$ cat config.mk
export PLATFORM = sky130hd
export DESIGN_NAME = seq_mult16
export DESIGN_NICKNAME = d
export VERILOG_FILES = /design/src/rtl/seq_mult16.sv
export SDC_FILE = /design/constraint.sdc
export NUM_CORES = 1
export LEC_CHECK = 0
export BUFFER_PORTS_ARGS = -buffer_cell sky130_fd_sc_hd__buf_4
export CORE_AREA = 3 3 128 142
export CTS_CLUSTER_SIZE = 14
export DETAILED_ROUTE_END_ITERATION = 6
export DIE_AREA = 0 0 131 145
export SYNTH_ARGS = -nofsm -noshare
export SYNTH_HDL_FRONTEND = slang
export SYNTH_SLANG_ARGS = --single-unit
$ cat constraint.sdc
create_clock -name clk -period 7.4 [get_ports clk]
set_input_delay 0.37 -clock clk [delete_from_list [all_inputs] [get_ports clk]]
set_output_delay 0.37 -clock clk [all_outputs]
set_load 0.02 [all_outputs]
$ cat src/rtl/seq_mult16.sv
// seq_mult16: unsigned 16x16->32 shift-and-add multiplier built around a CLA16 adder
module cla4 (
  input  logic [3:0] a,
  input  logic [3:0] b,
  input  logic       ci,
  output logic [3:0] s,
  output logic       gg,
  output logic       pg
);
  logic [3:0] g, p;
  logic [3:0] c;
  assign g = a & b;
  assign p = a ^ b;
  assign c[0] = ci;
  assign c[1] = g[0] | (p[0] & ci);
  assign c[2] = g[1] | (p[1] & g[0]) | (p[1] & p[0] & ci);
  assign c[3] = g[2] | (p[2] & g[1]) | (p[2] & p[1] & g[0]) | (p[2] & p[1] & p[0] & ci);
  assign s  = p ^ c;
  assign gg = g[3] | (p[3] & g[2]) | (p[3] & p[2] & g[1]) | (p[3] & p[2] & p[1] & g[0]);
  assign pg = &p;
endmodule

module cla16 (
  input  logic [15:0] a,
  input  logic [15:0] b,
  input  logic        cin,
  output logic [15:0] sum,
  output logic        cout
);
  logic [3:0] gg, pg, cg;
  assign cg[0] = cin;
  assign cg[1] = gg[0] | (pg[0] & cin);
  assign cg[2] = gg[1] | (pg[1] & gg[0]) | (pg[1] & pg[0] & cin);
  assign cg[3] = gg[2] | (pg[2] & gg[1]) | (pg[2] & pg[1] & gg[0]) | (pg[2] & pg[1] & pg[0] & cin);
  assign cout  = gg[3] | (pg[3] & gg[2]) | (pg[3] & pg[2] & gg[1]) | (pg[3] & pg[2] & pg[1] & gg[0])
               | (pg[3] & pg[2] & pg[1] & pg[0] & cin);
  for (genvar k = 0; k < 4; k++) begin : g_grp
    cla4 u_grp (
      .a (a[4*k +: 4]),
      .b (b[4*k +: 4]),
      .ci(cg[k]),
      .s (sum[4*k +: 4]),
      .gg(gg[k]),
      .pg(pg[k])
    );
  end
endmodule

module seq_mult16 (
  input  logic        clk,
  input  logic        rst_n,
  input  logic        start,
  input  logic [15:0] a,
  input  logic [15:0] b,
  output logic [31:0] product,
  output logic        busy,
  output logic        done
);
  typedef enum logic [1:0] {IDLE, RUN, DONE} state_t;
  state_t      state_q, state_d;
  logic [15:0] m_q, m_d, acc_q, acc_d, q_q, q_d, sum;
  logic [4:0]  cnt_q, cnt_d;
  logic [31:0] product_q, product_d;
  logic        busy_q, busy_d, done_q, done_d, cout;
  cla16 u_add (
    .a   (acc_q),
    .b   (q_q[0] ? m_q : 16'h0000),
    .cin (1'b0),
    .sum (sum),
    .cout(cout)
  );
  // next-state: iterate in RUN, otherwise accept a start (IDLE or DONE)
  always_comb begin
    state_d   = state_q;
    m_d       = m_q;
    acc_d     = acc_q;
    q_d       = q_q;
    cnt_d     = cnt_q;
    product_d = product_q;
    if (state_q == RUN) begin
      acc_d     = {cout, sum[15:1]};
      q_d       = {sum[0], q_q[15:1]};
      cnt_d     = cnt_q + 5'd1;
      state_d   = (cnt_q == 5'd15) ? DONE : RUN;
      product_d = (cnt_q == 5'd15) ? {cout, sum, q_q[15:1]} : product_q;
    end else if (start) begin
      m_d     = a;
      q_d     = b;
      acc_d   = 16'h0000;
      cnt_d   = 5'd0;
      state_d = RUN;
    end else begin
      state_d = IDLE;
    end
    busy_d = (state_d == RUN);
    done_d = (state_d == DONE);
  end
  // state and datapath registers, cleared asynchronously
  always_ff @(posedge clk or negedge rst_n) begin
    if (!rst_n) begin
      state_q   <= IDLE;
      m_q       <= '0;
      acc_q     <= '0;
      q_q       <= '0;
      cnt_q     <= '0;
      product_q <= '0;
      busy_q    <= 1'b0;
      done_q    <= 1'b0;
    end else begin
      state_q   <= state_d;
      m_q       <= m_d;
      acc_q     <= acc_d;
      q_q       <= q_d;
      cnt_q     <= cnt_d;
      product_q <= product_d;
      busy_q    <= busy_d;
      done_q    <= done_d;
    end
  end
  assign product = product_q;
  assign busy    = busy_q;
  assign done    = done_q;
endmodule
==> metrics.cfg <==
[place]
gp_congestion = 0.824
dpl_worst_slack_ns = 4.21
hpwl_mm = 6.72
io_buffers = 68
placedCellCount = 660

[synthesis]
ys_seq_area_share_pct = 52.7
async_reset_ff_share_pct = 100
synth_largest_area_cell = dfrtp_1
syn-cell-area_um2 = 4180
synthTopCellsByArea = dfrtp_1, mux2_2, o21ai_0, ha_1, mux2i_1
yosysTopAreaCellShare_pct = 52.7
synth_cell_types = 33
synthCells = 374
ys.flop_type = dfrtp_1
synth_area_per_cell_um2 = 11.2
ys_ff_latch = 88
yosysWarnings = 0
synth_edf_count = 0
syn-num-nets = 431

[clock_network]
clock_latency_ns = 0.35
postCtsSetupRepairBufs = 0
htreeDepth = 3
cts_tree = built
clock_sinks = 88
clockRootBuffer = clkbuf_16
path_clk_slew_ns = 0.06
cts_buffer_depth = 2
cts_buffers = 9
post_cts_resized = 0

[layout]
fillCellCount = 1744
mostFrequentLayoutCells = dfrtp_1, buf_4, o21ai_0
fin_util_pct = 30.7
multi_input_area_um2 = 1860
drive_above_1_share_pct = 28.3
syn2layout_area_growth_pct = 24.5
finalNetCount = 495
register_area_um2 = 2200
final_common_cell = dfrtp_1
antennaDiodeCount = 0
final_cells = 675

[sta]
rsz0062_at_grt = no
fin_worst_skew_ns = 0.00628
period_share_pct = 42.7
finalSetupViolations = 0
fmax_mhz = 317
slew_viol_final = 0
finalHoldViolations = 0
worst_slack_ns = 4.24
period_minus_slack_ns = 3.16
totalNegativeSetupSlack_ns = 0
worstMarginPinSlew_ns = 1.00
relSlewSlack_pct = 32.9

[floorplan]
rows = 50
core-area_um2 = 17000
floorplan.initialDensity_pct = 24.6
die_area_um2 = 19000
io_pins = 69
die_x_um = 131
die_y_um = 145

[worst_hold_path]
hp-start = a[9]
worstHoldPathCells = 2
hold_end = m_q[9]
hold_class = primary input to register

[drt]
via_per_inst = 4.36
route.vias.total = 2945
routedWlPerCell_um = 14.3
drc = 0
drt_pre_antenna_iters = 4
postRouteAntennaNets = 0
drt-total-wl_mm = 9.66
drt_iter0_markers = 105

[worst_setup_path]
critPathKind = register to register
arrival_ns = 3.39
rr_startpoint = q_q[0]
cp_max_fo = 17
r2r_cells = 9
cp-start-kind = register
endpoint_kind = register
rrSetupSlack_ns = 4.24
required_ns = 7.63
rr_endpoint = product[27]

[pwr]
power_density_nw_per_um2 = 419
total_leakage_power_nw = 2.40
ir_drop_mv = 0.140

[global_route]
grt_pass1_wl_mm = 16.2
grt-ovfl-total = 0
grt_pass1_vias = 3177
grt_start_max_net_pins = 58
antenna_found_initial = 0
groute.usage.overall_pct = 11.0

[run_status]
status = finished clean

[job]
cap_violations = 0

==> worst max path at each step <==
stage | cells past startpoint | slack [ns] | to | start
global route | 10 | 3.94 | product[28] | q_q[0]
floorplan | 10 | 4.45 | product[27] | q_q[0]
detailed placement | 9 | 4.21 | product[27] | q_q[0]
CTS | 9 | 4.21 | product[27] | q_q[0]
finish | 9 | 4.24 | product[27] | q_q[0]
global placement | 9 | 4.32 | product[27] | q_q[0]
==> power breakdown <==
part | switching, W | internal (W) | total, W
clock network | 0.000183 | 0.000232 | 0.000415
registers | 0.000142 | 0.000695 | 0.000837
logic | 0.000511 | 0.000418 | 0.000929
total | 0.000836 | 0.00135 | 0.00218
==> through the flow <==
| step | cell area [um^2] | hold WS, ns | power (W) |
|---|---|---|---|
| floorplan | 4180 | 0.0744 | 0.00146 |
| global placement | 4930 | 0.343 | 0.00174 |
| detailed placement | 4930 | 0.346 | 0.00179 |
| CTS | 5200 | 0.240 | 0.00222 |
| global route | 5200 | 0.235 | 0.00237 |
| finish | 5200 | 0.256 | 0.00218 |
==> registers in the layout (all words and copies together) (netlist names) <==
| name | count |
|---|---|
| cnt_q | 5 |
| done | 1 |
| state_q | 2 |
| q_q | 16 |
| acc_q | 16 |
| product | 32 |
| m_q | 16 |
==> routing by layer <==
layer  GRT usage [%]  vias to the layer above  share of wire (%)
li1                -                     1417                  -
met1            13.6                     1442                 44
met2            16.5                       73                 47
met3            4.31                       13                6.4
met4            5.50                        0                2.5
met5               0                        -                  0
==> area by class of cell <==
| type | count | area share, % |
|---|---|---|
| Sequential cell | 88 | 42.3 |
| Clock inverter | 3 | 0.385 |
| Clock buffer | 11 | 4.67 |
| Timing Repair Buffer | 72 | 10.4 |
| Inverter | 11 | 0.794 |
| Tap cell | 234 | 5.63 |
| Multi-Input combinational cell | 256 | 35.7 |
==> critical path: stages (launching register included) <==
cell and delay, ns:
dfrtp_1 0.56, and2_1 0.24, ha_1 0.33, and3_4 0.21, a221o_1 0.35, a31oi_4 0.23
nor3_1 0.08, or2_2 0.31, fa_1 0.46, mux2_2 0.27
==> cells in the mapped netlist, types with 2 or more instances <==
master	number
fa_1	4
o21ai_1	2
nand2b_1	2
ha_1	18
nand3_1	14
mux2i_1	18
dfrtp_1	88
nor2_1	7
xnor2_1	5
nor2b_1	3
buf_2	7
a21o_1	4
clkbuf_1	12
and2_1	16
xor2_1	5
nand2_1	43
a21oi_1	9
mux2_2	35
inv_1	10
a31oi_1	5
o21ai_0	54
and3_1	2
==> timing repair <==
item / in CTS / in global routing
hold buffers: 1 / 0
setup endpoints to repair: 0 / 0
hold endpoints to repair: 31 / 0
==> cells by family (layout without fill, tap and decap cells) <==
| logic type | Yosys count | count (layout) | synth area share [%] |
|---|---|---|---|
| buffers and inverters | 30 | 97 | 2.91 |
| adder cells (fa/ha/maj) | 22 | 22 | 7.31 |
| AND/OR/NAND/NOR | 92 | 92 | 10.5 |
| flip-flops | 88 | 88 | 52.7 |
| XOR/XNOR | 10 | 10 | 2.10 |
| AO/OA/AOI/OAI | 79 | 79 | 10.8 |
| multiplexers | 53 | 53 | 13.8 |
Note: power is estimated with default switching activity, not from simulation.
